--- config.mk ---
export PLATFORM = sky130hd
export DESIGN_NAME = infinite_loop_serializer_flat
export DESIGN_NICKNAME = d
export VERILOG_FILES = /design/src/rtl/infinite_loop_serializer_pkg.sv /design/src/rtl/infinite_loop_serializer_if.sv /design/src/rtl/infinite_loop_serializer_loop_addr_gen.sv /design/src/rtl/infinite_loop_serializer.sv /design/src/flat_wrapper.sv
export SDC_FILE = /design/constraint.sdc
export NUM_CORES = 1
export LEC_CHECK = 0
export ABC_AREA = 1
export CORE_MARGIN = 2
export CORE_UTILIZATION = 38
export DETAILED_ROUTE_END_ITERATION = 12
export MAX_ROUTING_LAYER = met4
export PLACE_DENSITY = 0.56
export SYNTH_ARGS = -nofsm -noshare
export SYNTH_HDL_FRONTEND = slang
export SYNTH_HIERARCHICAL = 1
export SYNTH_SLANG_ARGS = --single-unit
--- constraint.sdc ---
create_clock -name Clock -period 2.84 [get_ports Clock]
set_input_delay 0.284 -clock Clock [delete_from_list [all_inputs] [get_ports Clock]]
set_output_delay 0.284 -clock Clock [all_outputs]
set_load 0.005 [all_outputs]
--- src/rtl/infinite_loop_serializer_pkg.sv ---
// ---------------------------------------------------------------------------
// infinite_loop_serializer_pkg
// Shared definitions for the infinite-mode loop serializer: the controller
// state encoding and the default sample/address widths. The RAM and the
// output-mux wrapper use the same defaults.
// Ports: none (package).
// ---------------------------------------------------------------------------
package infinite_loop_serializer_pkg;

  localparam int DATA_W_DEF = 16;
  localparam int ADDR_W_DEF = 10;

  typedef enum logic [1:0] {
    ST_IDLE  = 2'd0,
    ST_FETCH = 2'd1,
    ST_PRIME = 2'd2,
    ST_RUN   = 2'd3
  } state_t;

endpackage

--- src/rtl/infinite_loop_serializer_if.sv ---
// ---------------------------------------------------------------------------
// infinite_loop_serializer_if
// Bundles the control, RAM-read and serial-output signals of the loop
// serializer.
//   master : the serializer (drives Rd_En/Rd_Addr and the serial outputs)
//   slave  : its environment (controller, waveform RAM, output mux)
// Signals: Start, Stop, Start_Addr, End_Addr (control in); Rd_En, Rd_Addr,
// Rd_Data (RAM read port); Dout, Bit_Valid, Sel_Inf, Wrap_Pulse, Busy.
// ---------------------------------------------------------------------------
interface infinite_loop_serializer_if
  import infinite_loop_serializer_pkg::*;
#(
  parameter int DATA_W = DATA_W_DEF,
  parameter int ADDR_W = ADDR_W_DEF
) ();

  logic              Start;
  logic              Stop;
  logic [ADDR_W-1:0] Start_Addr;
  logic [ADDR_W-1:0] End_Addr;
  logic              Rd_En;
  logic [ADDR_W-1:0] Rd_Addr;
  logic [DATA_W-1:0] Rd_Data;
  logic              Dout;
  logic              Bit_Valid;
  logic              Sel_Inf;
  logic              Wrap_Pulse;
  logic              Busy;

  modport master (
    input  Start, Stop, Start_Addr, End_Addr, Rd_Data,
    output Rd_En, Rd_Addr, Dout, Bit_Valid, Sel_Inf, Wrap_Pulse, Busy
  );

  modport slave (
    output Start, Stop, Start_Addr, End_Addr, Rd_Data,
    input  Rd_En, Rd_Addr, Dout, Bit_Valid, Sel_Inf, Wrap_Pulse, Busy
  );

endinterface

--- src/rtl/infinite_loop_serializer_loop_addr_gen.sv ---
// ---------------------------------------------------------------------------
// loop_addr_gen
// Owns the loop window (latched start/end), the read address register and the
// wrap indication.
//   clk, rst_n  : clock, asynchronous active-low reset
//   load        : latch start_addr/end_addr, address := start_addr
//   advance     : step the address to the next word of the window
//   start_addr  : window first address (sampled on load only)
//   end_addr    : window last address, inclusive (sampled on load only)
//   addr        : current read address (register output)
//   wrap_pulse  : high in the cycle a read is issued at the window end
// ---------------------------------------------------------------------------
module loop_addr_gen
  import infinite_loop_serializer_pkg::*;
#(
  parameter int ADDR_W = ADDR_W_DEF
) (
  input  logic              clk,
  input  logic              rst_n,
  input  logic              load,
  input  logic              advance,
  input  logic [ADDR_W-1:0] start_addr,
  input  logic [ADDR_W-1:0] end_addr,
  output logic [ADDR_W-1:0] addr,
  output logic              wrap_pulse
);

  logic [ADDR_W-1:0] s_addr_r;
  logic [ADDR_W-1:0] e_addr_r;
  logic [ADDR_W-1:0] addr_r;
  logic [ADDR_W-1:0] next_addr_s;
  logic              wrap_r;

  // Next address: back to the window start after the end word, otherwise
  // increment; the increment wraps naturally at 2^ADDR_W, which is what makes
  // an End_Addr below Start_Addr window run through the top of the RAM.
  always_comb begin
    next_addr_s = addr_r;
    if (addr_r == e_addr_r) begin
      next_addr_s = s_addr_r;
    end else begin
      next_addr_s = addr_r + {{(ADDR_W-1){1'b0}}, 1'b1};
    end
  end

  // Window latch, address register and wrap flag; the wrap flag is timed with
  // the read strobe that the top raises on the same load/advance.
  always_ff @(posedge clk or negedge rst_n) begin
    if (!rst_n) begin
      s_addr_r <= {ADDR_W{1'b0}};
      e_addr_r <= {ADDR_W{1'b0}};
      addr_r   <= {ADDR_W{1'b0}};
      wrap_r   <= 1'b0;
    end else if (load) begin
      s_addr_r <= start_addr;
      e_addr_r <= end_addr;
      addr_r   <= start_addr;
      wrap_r   <= (start_addr == end_addr);
    end else if (advance) begin
      addr_r   <= next_addr_s;
      wrap_r   <= (next_addr_s == e_addr_r);
    end else begin
      wrap_r   <= 1'b0;
    end
  end

  assign addr       = addr_r;
  assign wrap_pulse = wrap_r;

endmodule

--- src/rtl/infinite_loop_serializer.sv ---
// ---------------------------------------------------------------------------
// infinite_loop_serializer
// Replays a window of the waveform RAM forever, serializing each sample
// MSB-first into a gapless bit stream for the infinite-mode output mux.
//   Clock   : system clock, rising edge
//   Reset_n : asynchronous active-low reset
//   bus     : master side of infinite_loop_serializer_if
//             Start/Stop pulses, window addresses, RAM read port,
//             Dout/Bit_Valid/Sel_Inf to the mux, Wrap_Pulse, Busy.
// The next word is fetched at bit 0 of the current one and parked in a hold
// register, so it is ready for the shift register at the last bit.
// ---------------------------------------------------------------------------
module infinite_loop_serializer
  import infinite_loop_serializer_pkg::*;
#(
  parameter int DATA_W = DATA_W_DEF,
  parameter int ADDR_W = ADDR_W_DEF
) (
  input  logic                       Clock,
  input  logic                       Reset_n,
  infinite_loop_serializer_if.master bus
);

  localparam int               CNT_W    = (DATA_W > 2) ? $clog2(DATA_W) : 1;
  localparam logic [CNT_W-1:0] LAST_BIT = CNT_W'(DATA_W - 1);
  localparam logic [CNT_W-1:0] CNT_ONE  = CNT_W'(1);

  state_t            state_r;
  state_t            state_nxt_s;
  logic              load_s;
  logic              advance_s;
  logic              last_bit_s;
  logic              stop_now_s;
  logic              hold_cap_s;
  logic [DATA_W-1:0] hold_nxt_s;

  logic [DATA_W-1:0] sr_r;
  logic [DATA_W-1:0] hold_r;
  logic [CNT_W-1:0]  bit_cnt_r;
  logic              stop_pending_r;
  logic              rd_en_r;
  logic              run_r;
  logic              busy_r;
  logic [ADDR_W-1:0] rd_addr_s;
  logic              wrap_pulse_s;

  loop_addr_gen #(
    .ADDR_W (ADDR_W)
  ) u_addr_gen (
    .clk        (Clock),
    .rst_n      (Reset_n),
    .load       (load_s),
    .advance    (advance_s),
    .start_addr (bus.Start_Addr),
    .end_addr   (bus.End_Addr),
    .addr       (rd_addr_s),
    .wrap_pulse (wrap_pulse_s)
  );

  // State register.
  always_ff @(posedge Clock or negedge Reset_n) begin
    if (!Reset_n) begin
      state_r <= ST_IDLE;
    end else begin
      state_r <= state_nxt_s;
    end
  end

  // Next state plus the load/advance strobes for the address generator.
  // A Stop arriving in the last-bit cycle itself still ends the loop there.
  always_comb begin
    state_nxt_s = state_r;
    load_s      = 1'b0;
    advance_s   = 1'b0;
    stop_now_s  = stop_pending_r | bus.Stop;
    last_bit_s  = (state_r == ST_RUN) && (bit_cnt_r == LAST_BIT);
    hold_cap_s  = (state_r == ST_RUN) && (bit_cnt_r == CNT_ONE);
    // With DATA_W==2 capture and reload coincide, so bypass the hold register.
    hold_nxt_s  = hold_cap_s ? bus.Rd_Data : hold_r;
    case (state_r)
      ST_IDLE: begin
        if (bus.Start) begin
          state_nxt_s = ST_FETCH;
          load_s      = 1'b1;
        end else begin
          state_nxt_s = ST_IDLE;
        end
      end
      ST_FETCH: begin
        state_nxt_s = ST_PRIME;
      end
      ST_PRIME: begin
        state_nxt_s = ST_RUN;
        advance_s   = 1'b1;
      end
      ST_RUN: begin
        if (last_bit_s && stop_now_s) begin
          state_nxt_s = ST_IDLE;
        end else if (last_bit_s) begin
          state_nxt_s = ST_RUN;
          advance_s   = 1'b1;
        end else begin
          state_nxt_s = ST_RUN;
        end
      end
      default: begin
        state_nxt_s = ST_IDLE;
      end
    endcase
  end

  // Registered flags, stop request, hold register and the shift datapath.
  always_ff @(posedge Clock or negedge Reset_n) begin
    if (!Reset_n) begin
      rd_en_r        <= 1'b0;
      run_r          <= 1'b0;
      busy_r         <= 1'b0;
      stop_pending_r <= 1'b0;
      hold_r         <= {DATA_W{1'b0}};
      sr_r           <= {DATA_W{1'b0}};
      bit_cnt_r      <= {CNT_W{1'b0}};
    end else begin
      rd_en_r <= load_s | advance_s;
      run_r   <= (state_nxt_s == ST_RUN);
      busy_r  <= (state_nxt_s != ST_IDLE);

      if (state_nxt_s == ST_IDLE) begin
        stop_pending_r <= 1'b0;
      end else if ((state_r != ST_IDLE) && bus.Stop) begin
        stop_pending_r <= 1'b1;
      end else begin
        stop_pending_r <= stop_pending_r;
      end

      if (hold_cap_s) begin
        hold_r <= bus.Rd_Data;
      end else begin
        hold_r <= hold_r;
      end

      case (state_r)
        ST_PRIME: begin
          sr_r      <= bus.Rd_Data;
          bit_cnt_r <= {CNT_W{1'b0}};
        end
        ST_RUN: begin
          if (last_bit_s) begin
            // Clearing on stop drops the prefetched word and forces Dout low.
            sr_r      <= stop_now_s ? {DATA_W{1'b0}} : hold_nxt_s;
            bit_cnt_r <= {CNT_W{1'b0}};
          end else begin
            sr_r      <= {sr_r[DATA_W-2:0], 1'b0};
            bit_cnt_r <= bit_cnt_r + CNT_ONE;
          end
        end
        default: begin
          sr_r      <= {DATA_W{1'b0}};
          bit_cnt_r <= {CNT_W{1'b0}};
        end
      endcase
    end
  end

  assign bus.Rd_En      = rd_en_r;
  assign bus.Rd_Addr    = rd_addr_s;
  assign bus.Dout       = sr_r[DATA_W-1];
  assign bus.Bit_Valid  = run_r;
  assign bus.Sel_Inf    = run_r;
  assign bus.Wrap_Pulse = wrap_pulse_s;
  assign bus.Busy       = busy_r;

endmodule

--- src/flat_wrapper.sv ---
// flat-port wrapper written by rule: the top's interface ports become plain ports
module infinite_loop_serializer_flat import infinite_loop_serializer_pkg::*;
#(
  parameter int DATA_W = DATA_W_DEF,
  parameter int ADDR_W = ADDR_W_DEF
)
  (Clock, Reset_n, bus_Start, bus_Stop, bus_Start_Addr, bus_End_Addr, bus_Rd_Data, bus_Rd_En, bus_Rd_Addr, bus_Dout, bus_Bit_Valid, bus_Sel_Inf, bus_Wrap_Pulse, bus_Busy);
  infinite_loop_serializer_if #(.DATA_W(DATA_W), .ADDR_W(ADDR_W)) bus_i ();
  input  logic Clock;
  input  logic Reset_n;
  input wire logic [$bits(bus_i.Start)-1:0] bus_Start;
  input wire logic [$bits(bus_i.Stop)-1:0] bus_Stop;
  input wire logic [$bits(bus_i.Start_Addr)-1:0] bus_Start_Addr;
  input wire logic [$bits(bus_i.End_Addr)-1:0] bus_End_Addr;
  input wire logic [$bits(bus_i.Rd_Data)-1:0] bus_Rd_Data;
  output wire logic [$bits(bus_i.Rd_En)-1:0] bus_Rd_En;
  output wire logic [$bits(bus_i.Rd_Addr)-1:0] bus_Rd_Addr;
  output wire logic [$bits(bus_i.Dout)-1:0] bus_Dout;
  output wire logic [$bits(bus_i.Bit_Valid)-1:0] bus_Bit_Valid;
  output wire logic [$bits(bus_i.Sel_Inf)-1:0] bus_Sel_Inf;
  output wire logic [$bits(bus_i.Wrap_Pulse)-1:0] bus_Wrap_Pulse;
  output wire logic [$bits(bus_i.Busy)-1:0] bus_Busy;
  assign bus_i.Start = bus_Start;
  assign bus_i.Stop = bus_Stop;
  assign bus_i.Start_Addr = bus_Start_Addr;
  assign bus_i.End_Addr = bus_End_Addr;
  assign bus_i.Rd_Data = bus_Rd_Data;
  assign bus_Rd_En = bus_i.Rd_En;
  assign bus_Rd_Addr = bus_i.Rd_Addr;
  assign bus_Dout = bus_i.Dout;
  assign bus_Bit_Valid = bus_i.Bit_Valid;
  assign bus_Sel_Inf = bus_i.Sel_Inf;
  assign bus_Wrap_Pulse = bus_i.Wrap_Pulse;
  assign bus_Busy = bus_i.Busy;
  infinite_loop_serializer #(.DATA_W(DATA_W), .ADDR_W(ADDR_W)) u_core (.Clock(Clock), .Reset_n(Reset_n), .bus(bus_i));
endmodule
==> results of run 1 <==
==> cells in the mapped netlist, types with 8 or more instances <==
| cell type | count | area, sq um |
|---|---|---|
| nand3_1 | 49 | 245.2 |
| o211ai_1 | 9 | 67.56 |
| nand2_1 | 166 | 623.1 |
| nor2_1 | 18 | 67.56 |
| dfrtp_1 | 73 | 1827 |
| nand2_2 | 8 | 50.05 |
| o21ai_0 | 42 | 210.2 |
| o21ai_2 | 14 | 122.6 |
| inv_1 | 85 | 319.1 |
| inv_2 | 8 | 30.03 |
==> layout make-up <==
type                    count  area [sq um]  share of cell area
repair buffers             59         578.1              0.1177
clock buffers              10         137.6             0.02803
inverters                  94         355.3             0.07236
well taps                 136         170.2             0.03465
multi-input cells         353          1804              0.3674
clock inverters             5         38.79            0.007898
flip-flops and latches     73          1827              0.3720
==> routing by layer <==
layer	vias to the layer above	track usage	wire length, um
li1	1791	-	-
met1	1625	0.2388	4542
met2	73	0.3167	4892
met3	14	0.03995	462
met4	0	0.07601	228
met5	-	-	0
==> flip-flops by register name, summed over array words and instances, names as in the netlist <==
signal and cells:
u_core/bit_cnt_r 4, u_core/bus.Bit_Valid 1, u_core/sr_r 16, u_core/hold_r 16, u_core/u_addr_gen/s_addr_r 10, u_core/bus.Rd_En 1, u_core/stop_pending_r 1, u_core/u_addr_gen/e_addr_r 10
u_core/bus.Busy 1, u_core/u_addr_gen/addr 10, u_core/u_addr_gen/wrap_pulse 1, u_core/state_r 2
==> metrics by stage <==
stage	setup slack [ns]	hold slack [ns]	util
after floorplan	0.7699	-0.01159	-
after global placement	0.7577	0.4516	0.4545
after detailed placement	0.6913	0.4586	0.4545
after CTS	0.6548	0.1101	0.4715
after global routing	0.3311	0.1512	0.4715
final	0.6668	0.05215	0.4715
==> path summary, 6_finish.rpt <==
check	startpoint	end	slack [ns]	cells past startpoint
min in group Clock	u_core/hold_r[0]$_DFF_PN0_	u_core/hold_r[0]$_DFF_PN0_	0.48	2
worst min register to register	u_core/hold_r[0]$_DFF_PN0_	u_core/hold_r[0]$_DFF_PN0_	0.48	2
max in group asynchronous	Reset_n	u_core/u_addr_gen/e_addr_r[8]$_DFFE_PN0P_	2.15	1
worst min-delay path	Reset_n	u_core/u_addr_gen/s_addr_r[7]$_DFFE_PN0P_	0.05	1
worst max register to register	u_core/bit_cnt_r[0]$_DFF_PN0_	u_core/u_addr_gen/wrap_pulse$_DFF_PN0_	0.67	18
worst max-delay path	u_core/bit_cnt_r[0]$_DFF_PN0_	u_core/u_addr_gen/wrap_pulse$_DFF_PN0_	0.67	18
==> power breakdown <==
group	internal (mW)	switching [mW]	total [mW]
clock network	0.342	0.409	0.751
logic	0.754	1.12	1.87
registers	1.46	0.275	1.73
==> logic make-up (layout without fill, tap and decap cells) <==
kind of cell | after synthesis | after routing | synth area share
DFF | 73 | 73 | 0.4459
and+or+nand+nor | 265 | 265 | 0.2972
xor gates and xnor gates | 5 | 5 | 0.01069
adders and majority gates | 3 | 3 | 0.009164
AOI/OAI and AO/OA | 80 | 80 | 0.1234
buffers and inverters | 109 | 168 | 0.1136
==> worst reg2reg max path, cell delays in order (launching register included) <==
cell and delay [ns]:
dfrtp_1 0.40, ha_1 0.20, nand2_1 0.07, nor2_2 0.11, inv_2 0.15, nor3_4 0.15
inv_1 0.07, nand2_1 0.06, inv_1 0.06, nor2_1 0.09, buf_4 0.20, nand3_1 0.13
nand2_1 0.07, nand2_1 0.05, inv_1 0.05, nand2_1 0.04, nor2_1 0.09, nand2_1 0.06
nand2_1 0.06
==> key figures, run 1 <==
Layout
  – Most frequent cells in the layout: nand2_1 (166), inv_1 (85), dfrtp_1 (73), clkdlybuf4s50_1 (54), nand3_1 (49)
  – Post-route insts no fill: between 700 and 800
  – # diodes: 0
  – Most common cell after layout, fill and taps aside: nand2_1
  – Fill count: 1093
  – Layout overhead on the synthesized area: 19.88%
  – Share of layout cells above drive strength 1: 0.1162
  – Finished Cell Area: 0.004911 sq mm
  – Fin nets: 633

STA
  – Slew at the pin closest to its max-slew limit: 0.9483 ns
  – Tmin final: between 2 and 2.5 ns
  – RSZ-0062 raised after global routing: false
  – Final setup TNS: 0 ns
  – Final Cycle Share: 0.7652
  – Max Slew Vio Count: 0
  – Clock Skew: 0.008857 ns
  – Relative slew slack: 0.3678
  – Final setup viols: 0
  – Max Clk Rate: ~460 MHz
  – Final Hold Fails: 0

Critical path
  – Largest stage delay on the critical path: around 0.40 ns
  – Crit end category: register
  – Crit path DAT: between 2 and 2.5 ns
  – CP Data Required Time: 3.13 ns
  – Critical path buffer and inverter count: 5
  – Crit-path slowest cell: dfrtp_1
  – Setup crit start kind: register
  – Worst path cell trace: ha_1 > nand2_1 > nor2_2 > inv_2 > nor3_4 > inv_1 > nand2_1 > inv_1 > nor2_1 > buf_4 > nand3_1 > nand2_1 > nand2_1 > inv_1 > nand2_1 > nor2_1 > nand2_1 > nand2_1
  – CP delay by family, top: simple AND/OR/NAND/NOR gates
  – Kind of critical path: reg2reg
  – Cell repeated most along the worst path: nand2_1
  – Worst Path Max Fanout: 17

Logic synthesis
  – Avg Synthesized Cell Area: 7.657 sq um
  – Post-Syn Nets: 578
  – Most used DFF post-synth: dfrtp_1
  – Synth Register Bits: 73
  – Post-synthesis cell count: around 540
  – Distinct cell type count after synthesis: 40
  – Sequential fraction of the synthesis area: 0.4459
  – Asr flop ratio synth: 1.000
  – YS warnings: 6
  – Post-synth EDFFs: 0
  – Syn Std Cell Area: 0.004096 sq mm

Detailed routing
  – Drt drc: 0
  – Post-Route WL: 10.13 mm
  – Via Count: 3503
  – Via/cell ratio: 4.799
  – Avg WL per Cell: 13.87 um
  – ANT nets after route: 0
  – DR iter-0 viols: 156
  – First-pass detailed-route iteration total: 6

Clock tree
  – H-tree depth: 3
  – Number of CTS-inserted buffers: 9
  – Worst-case clock buffer depth: 2
  – CTS tree: built
  – Hold Buf Count CTS: 0
  – Postcts setup bufs: 0
  – Reg clk slew, reported paths: approximately 0.08 ns
  – Clk_lat worst skew: 0.36 ns
  – Clock Sinks: 73
  – Post-cts sizing count: 0
  – Clock tree root driver cell: clkbuf_8

GRT
  – Global-route wire length before repair: 16.98 mm
  – Vias in the first global route: approximately 3500
  – Pin count of the biggest net entering global routing: 74
  – GRT Total Usage: 0.1950
  – Initial antenna violation count: 0
  – Total grt overflow: 0

Power
  – Pwr dens: around 890 mW/mm^2
  – Power Total: roughly 4.4 mW
  – Maximum vdd ir drop: 0.4109 mV
  – Static Leak: approximately 2.4 nW

Place
  – Buffers on Ports: 55
  – Placed standard-cell area: roughly 0.0047 sq mm
  – Dpl hpwl: 7.348 mm
  – Placed Cells: 715
  – GP Congestion: 0.8832

Floorplan
  – IO Pins: 56
  – Initial Util: 0.3933
  – Die footprint: 0.01163 sq mm
  – Row cnt: 37
  – Core area: ~0.010 sq mm
  – Die W: ~110 um
  – Die Y: 107.8 um

Job
  – Max-Cap Viols: 0

Status
  – Run status: finished, final reports clean

Hold path
  – HP Class: in2async
Note: power is estimated with default switching activity, not from simulation.
==> run 2: changes to the inputs <==
clock period = 2.1 ns   (was 2.84 ns; I/O delays follow)
==> run 2 against run 1 <==
Compared with the run above:
- cell count rose by 2.9%
- hold slack improved by 0.24 ns
- register-to-register slack got worse by 0.48 ns
- critical path depth fell by 2
- sequential cell count did not move
- critical endpoint unchanged
- sequential share of layout area fell by 1.5 points
- count of clock-buffer cells in the layout did not move
- non-clock buffer count rose by 21
==> key figures, run 2 (synthesized netlist as in run 1, its figures left out) <==
Status
  – Run status: finished, final reports clean

GRT
  – Global-route wire length before repair: 17.37 mm (+2.3%)
  – Pin count of the biggest net entering global routing: 51 (-31%)
  – Initial antenna violation count: 0 (unchanged)
  – Total grt overflow: 0 (unchanged)
  – Vias in the first global route: 3610 (+3.8%)
  – GRT Total Usage: 0.1996 (+0.004663)

Layout
  – Most frequent cells in the layout: nand2_1 (164), inv_1 (83), dfrtp_1 (71), clkdlybuf4s50_1 (54), nand3_1 (48)
  – # diodes: 0 (unchanged)
  – Most common cell after layout, fill and taps aside: nand2_1
  – Fin nets: 654 (+3.3%)
  – Share of layout cells above drive strength 1: 0.1593 (+0.04319)
  – Post-route insts no fill: 751 (+2.9%)
  – Finished Cell Area: 0.005127 sq mm (+4.4%)
  – Layout overhead on the synthesized area: 25.17%
  – Fill count: 1070 (-2.1%)
  – Top Registers: u_core/hold_r x16, u_core/sr_r x16

STA
  – Tmin final: 1.911 ns (-0.2621 ns)
  – Max Slew Vio Count: 0 (unchanged)
  – Final Hold Fails: 0 (unchanged)
  – Slew at the pin closest to its max-slew limit: 0.6261 ns (-0.3222 ns)
  – Final setup viols: 0 (unchanged)
  – Max Clk Rate: 523.3 MHz (+14%)
  – Relative slew slack: 0.5788 (+0.2109)
  – Final Cycle Share: 0.9100 (+0.1448)
  – Clock Skew: 0.007122 ns (-0.001735 ns)

Clock tree
  – Clock tree root driver cell: clkbuf_8
  – H-tree depth: 3 (unchanged)
  – Number of CTS-inserted buffers: 9 (unchanged)
  – CTS tree: built
  – Worst-case clock buffer depth: 2 (unchanged)
  – Reg clk slew, reported paths: 0.08 ns (about the same)
  – Clk_lat worst skew: 0.35 ns (about the same)
  – Clock Sinks: 73 (unchanged)

Critical path
  – Cell repeated most along the worst path: nand2_1
  – CP delay by family, top: simple AND/OR/NAND/NOR gates
  – Worst path cell trace: inv_1 > nand2_1 > nand2_1 > nor2_2 > nand3_4 > nor2_8 > buf_4 > nand2_1 > nand3_1 > nand2_1 > nand2_1 > inv_1 > nand2_1 > nor2_1 > nand2_1 > nand2_1
  – Crit-path slowest cell: dfrtp_1
  – Crit end category: register
  – Setup crit start kind: register
  – Crit path DAT: 2.15 ns (-0.31 ns)
  – CP Data Required Time: 2.34 ns (-0.79 ns)
  – Largest stage delay on the critical path: 0.39 ns (about the same)
  – Kind of critical path: reg2reg
  – Critical path buffer and inverter count: 3 (-2)
  – Worst Path Max Fanout: 11 (-6)

Hold path
  – HP Class: in2async

Job
  – Max-Cap Viols: 0 (unchanged)

Detailed routing
  – Post-Route WL: 10.64 mm (+5.1%)
  – First-pass detailed-route iteration total: 4 (-2)
  – Avg WL per Cell: 14.17 um (+2.2%)
  – Via Count: 3666 (+4.7%)
  – Via/cell ratio: 4.881 (+1.7%)
  – Drt drc: 0 (unchanged)
  – DR iter-0 viols: 196 (+26%)
  – ANT nets after route: 0 (unchanged)

Place
  – Placed standard-cell area: 0.004800 sq mm (+1.4%)
  – Buffers on Ports: 55 (unchanged)
  – Dpl hpwl: 7.577 mm (+3.1%)
  – GP Congestion: 0.9096 (+3.0%)
  – Placed Cells: 722 (+0.98%)

Floorplan
  – IO Pins: 56 (unchanged)
  – Die footprint: 0.01163 sq mm (unchanged)
  – Die W: 107.8 um (unchanged)
  – Core area: 0.01042 sq mm (unchanged)
  – Die Y: 107.8 um (unchanged)
  – Row cnt: 37 (unchanged)
  – Initial Util: 0.3933 (unchanged)

Power
  – Static Leak: 2.521 nW (+3.5%)
  – Pwr dens: 1188 mW/mm^2 (+34%)
  – Maximum vdd ir drop: 0.5244 mV (+28%)
==> run 2: cell count changes in the layout (fill, tap and decap cells not counted), moves of 2 or more <==
cell	change
inv_1	-2
inv_2	+2
dfrtp_2	+2
nor2_2	-2
nand2_2	+2
nor2_4	+4
nand2_1	-2
inv_6	-2
nor2_1	-2
dfrtp_1	-2
buf_4	+19
==> run 2: power by group <==
group	internal, mW	switching, mW	leakage (nW)
registers	1.98	0.361	0.894
logic	1.15	1.62	1.55
clock network	0.421	0.562	0.0781
==> run 2: area by class of cell <==
cell class	instances	area (sq um)	area share
inverters	94	355.3	0.06930
well taps	136	170.2	0.03319
flip-flops and latches	73	1829	0.3568
clock inverters	5	33.78	0.006589
repair buffers	80	750.7	0.1464
multi-input cells	353	1861	0.3629
clock buffers	10	127.6	0.02489
==> run 2: worst paths after layout <==
check / from / endpoint / slack, ns / cells past startpoint
min: Reset_n / u_core/u_addr_gen/e_addr_r[9]$_DFFE_PN0P_ / 0.30 / 2
max in group asynchronous: Reset_n / u_core/u_addr_gen/addr[2]$_DFFE_PN0P_ / 1.20 / 3
min reg2reg: u_core/hold_r[2]$_DFF_PN0_ / u_core/hold_r[2]$_DFF_PN0_ / 0.47 / 2
max: u_core/u_addr_gen/e_addr_r[4]$_DFFE_PN0P_ / u_core/u_addr_gen/wrap_pulse$_DFF_PN0_ / 0.19 / 16
min in group Clock: bus_Rd_Data[15] / u_core/hold_r[15]$_DFF_PN0_ / 0.43 / 3
max reg2reg: u_core/u_addr_gen/e_addr_r[4]$_DFFE_PN0P_ / u_core/u_addr_gen/wrap_pulse$_DFF_PN0_ / 0.19 / 16
==> run 2: worst reg2reg max path, cell delays in order (launching register included) <==
cell and delay, ns:
dfrtp_1 0.39, inv_1 0.09, nand2_1 0.06, nand2_1 0.07, nor2_2 0.18, nand3_4 0.13, nor2_8 0.22, buf_4 0.17
nand2_1 0.06, nand3_1 0.08, nand2_1 0.06, nand2_1 0.06, inv_1 0.03, nand2_1 0.05, nor2_1 0.04, nand2_1 0.05
nand2_1 0.05
==> run 2: metrics by stage <==
stage / setup slack, ns / hold WS [ns] / utilization / TNS [ns] / power, mW
6_report: 0.1889 / 0.2966 / 0.4923 / 0 / 6.092
5_1_grt: -0.02409 / 0.3264 / 0.4923 / -0.02409 / 6.605
4_1_cts: 0.02768 / 0.3056 / 0.4772 / 0 / 5.999
3_5_place_dp: 0.07136 / 0.1555 / 0.4608 / 0 / 4.994
3_3_place_gp: 0.1018 / 0.1505 / 0.4608 / 0 / 4.950
2_1_floorplan: 0.02987 / -0.08559 / - / 0 / 4.130
==> run 2: what timing repair did <==
item | in CTS | in global routing
gates resized for setup | 0 | 17
setup buffers | 0 | 13
hold endpoints to repair | 23 | 0
hold buffers | 1 | 0
endpoints found under the setup margin | 0 | 5
==> run 2: layer usage <==
layer / vias to the layer above / GRT usage / share of wire
li1: 1829 / - / -
met1: 1732 / 0.2350 / 0.45
met2: 89 / 0.3351 / 0.49
met3: 16 / 0.03753 / 0.038
met4: 0 / 0.08425 / 0.023
met5: - / - / 0
==> run 3: changes to the inputs <==
CTS_BUF_LIST = sky130_fd_sc_hd__clkbuf_8   (was default)
==> run 3 against run 2 <==
Compared with the run above:
- via count hardly changed
- non-clock buffer count stayed put
- fmax hardly changed
- largest cell class unchanged
==> key figures, run 3 (synthesized netlist as in run 1, its figures left out) <==
Status
  – Run status: finished, final reports clean

Place
  – Placed standard-cell area: 0.004800 sq mm (unchanged)
  – Buffers on Ports: 55 (unchanged)
  – GP Congestion: 0.9096 (unchanged)
  – Dpl hpwl: 7.577 mm (unchanged)

Layout
  – Top Registers: u_core/hold_r x16, u_core/sr_r x16
  – Multi-input gate area: 0.001861 sq mm (unchanged)
  – Share of layout cells above drive strength 1: 0.1593 (unchanged)
  – # diodes: 0 (unchanged)
  – Fill count: 1070 (unchanged)
  – Final Util: 0.4923 (unchanged)
  – Layout overhead on the synthesized area: 25.17% (unchanged)
  – Register area: 0.001829 sq mm (unchanged)
  – Most frequent cells in the layout: nand2_1 (164), inv_1 (84), dfrtp_1 (71), clkdlybuf4s50_1 (54), nand3_1 (48)
  – Finished Cell Area: 0.005127 sq mm (unchanged)
  – Most common cell after layout, fill and taps aside: nand2_1
  – Fin nets: 654 (unchanged)

Clock tree
  – Worst-case clock buffer depth: 2 (unchanged)
  – Clock tree root driver cell: clkbuf_8
  – Clk_lat worst skew: 0.35 ns (about the same)
  – H-tree depth: 3 (unchanged)
  – CTS tree: built
  – Reg clk slew, reported paths: 0.08 ns (about the same)
  – Number of CTS-inserted buffers: 9 (unchanged)
  – Clock Sinks: 73 (unchanged)

Critical path
  – Kind of critical path: reg2reg
  – Worst Reg2Reg Path Length in Cells: 16 (unchanged)
  – CP Data Required Time: 2.34 ns (about the same)
  – Crit end category: register
  – Setup crit start kind: register
  – Crit path DAT: 2.15 ns (about the same)
  – Worst Path Max Fanout: 11 (unchanged)

Detailed routing
  – Drt drc: 0 (unchanged)
  – Avg WL per Cell: 14.16 um (about the same)
  – ANT nets after route: 0 (unchanged)
  – Via/cell ratio: 4.885 (about the same)
  – DR iter-0 viols: 196 (unchanged)
  – Via Count: 3669 (+0.082%)
  – Post-Route WL: 10.63 mm (about the same)
  – First-pass detailed-route iteration total: 4 (unchanged)

Power
  – Pwr dens: 1187 mW/mm^2 (about the same)
  – Clock Power Share: 0.161 (about the same)
  – Static Leak: 2.525 nW (+0.16%)
  – Sw Share: 0.4176 (about the same)
  – Seq pwr share: 0.384 (about the same)
  – P_int: 3.545 mW (-0.14%)
  – Psw: 2.542 mW (about the same)
  – Combinational share of power: 0.455 (about the same)
  – Maximum vdd ir drop: 0.5246 mV (about the same)

Floorplan
  – Initial Util: 0.3933 (unchanged)
  – Row cnt: 37 (unchanged)
  – Die W: 107.8 um (unchanged)
  – Core area: 0.01042 sq mm (unchanged)
  – Die footprint: 0.01163 sq mm (unchanged)
  – Die Y: 107.8 um (unchanged)
  – IO Pins: 56 (unchanged)

STA
  – Max Slew Vio Count: 0 (unchanged)
  – Relative slew slack: 0.5788 (unchanged)
  – Final setup viols: 0 (unchanged)
  – Tmin final: 1.910 ns (-0.001486 ns)
  – Max Clk Rate: 523.7 MHz (about the same)
  – Clock Skew: 0.007562 ns (+0.0004396 ns)
  – Slew at the pin closest to its max-slew limit: 0.6261 ns (unchanged)
  – Final Hold Fails: 0 (unchanged)
  – Final Cycle Share: 0.9093 (about the same)

Hold path
  – HP Class: in2async

GRT
  – Initial antenna violation count: 0 (unchanged)
  – Pin count of the biggest net entering global routing: 51 (unchanged)
  – Global-route wire length before repair: 17.37 mm (unchanged)
  – GRT Total Usage: 0.1996 (unchanged)
  – Total grt overflow: 0 (unchanged)
  – Vias in the first global route: 3610 (unchanged)

Job
  – Max-Cap Viols: 0 (unchanged)
[run 3: cell count changes in the layout (fill, tap and decap cells not counted), sizes merged]
cell	before	now
clkbuf	10	9
inv	94	95
[run 3: area by class of cell]
class	count	area share
timing repair buffer	80	0.1464
clock buffer	9	0.02416
tap	136	0.03319
clock inverter	6	0.007321
multi-input combinational	353	0.3629
inverter	94	0.06930
sequential	73	0.3568
[run 3: final timing paths]
kind	startpoint	end	slack [ns]
worst max register to register	u_core/u_addr_gen/e_addr_r[4]$_DFFE_PN0P_	u_core/u_addr_gen/wrap_pulse$_DFF_PN0_	0.19
min in group Clock	bus_Rd_Data[15]	u_core/hold_r[15]$_DFF_PN0_	0.43
worst max-delay path	u_core/u_addr_gen/e_addr_r[4]$_DFFE_PN0P_	u_core/u_addr_gen/wrap_pulse$_DFF_PN0_	0.19
worst min register to register	u_core/hold_r[2]$_DFF_PN0_	u_core/hold_r[2]$_DFF_PN0_	0.47
max in group asynchronous	Reset_n	u_core/u_addr_gen/addr[2]$_DFFE_PN0P_	1.20
worst min-delay path	Reset_n	u_core/u_addr_gen/e_addr_r[9]$_DFFE_PN0P_	0.30
[run 3: critical path, cell delays in order (launching register included)]
cell     delay, ns
dfrtp_1       0.39
inv_1         0.09
nand2_1       0.06
nand2_1       0.07
nor2_2        0.18
nand3_4       0.13
nor2_8        0.22
buf_4         0.17
nand2_1       0.06
nand3_1       0.08
nand2_1       0.06
nand2_1       0.06
inv_1         0.03
nand2_1       0.05
nor2_1        0.04
nand2_1       0.05
nand2_1       0.05
[run 3: power groups by stage]
stage               logic [mW]  registers, mW  clock network, mW
floorplan                 1.85           2.28                  0
global placement          2.61           2.34                  0
detailed placement        2.63           2.36                  0
global route              3.14           2.40               1.06
finish                    2.77           2.34              0.978
CTS                       2.64           2.34               1.01
[run 3: through the flow]
step                setup WS (ns)   TNS, ns  instances  power [mW]  hold slack [ns]
floorplan                 0.02987         0        535       4.130         -0.08559
global placement           0.1018         0        722       4.950           0.1505
detailed placement        0.07136         0        722       4.994           0.1555
CTS                       0.02768         0        738       5.995           0.3056
global route             -0.02409  -0.02409        751       6.601           0.3264
finish                     0.1904         0        751       6.087           0.2972
[run 3: routing by layer]
layer  wire (um)  global-route usage
met3         400             0.03753
met4         243             0.08425
met1        4739              0.2350
met2        5250              0.3351
met5           0                   -
[run 3: what timing repair did]
action	CTS	global route
hold buffers	1	0
hold endpoints to repair	23	0
gates resized for setup	0	17
setup buffers	0	13
endpoints found under the setup margin	0	5
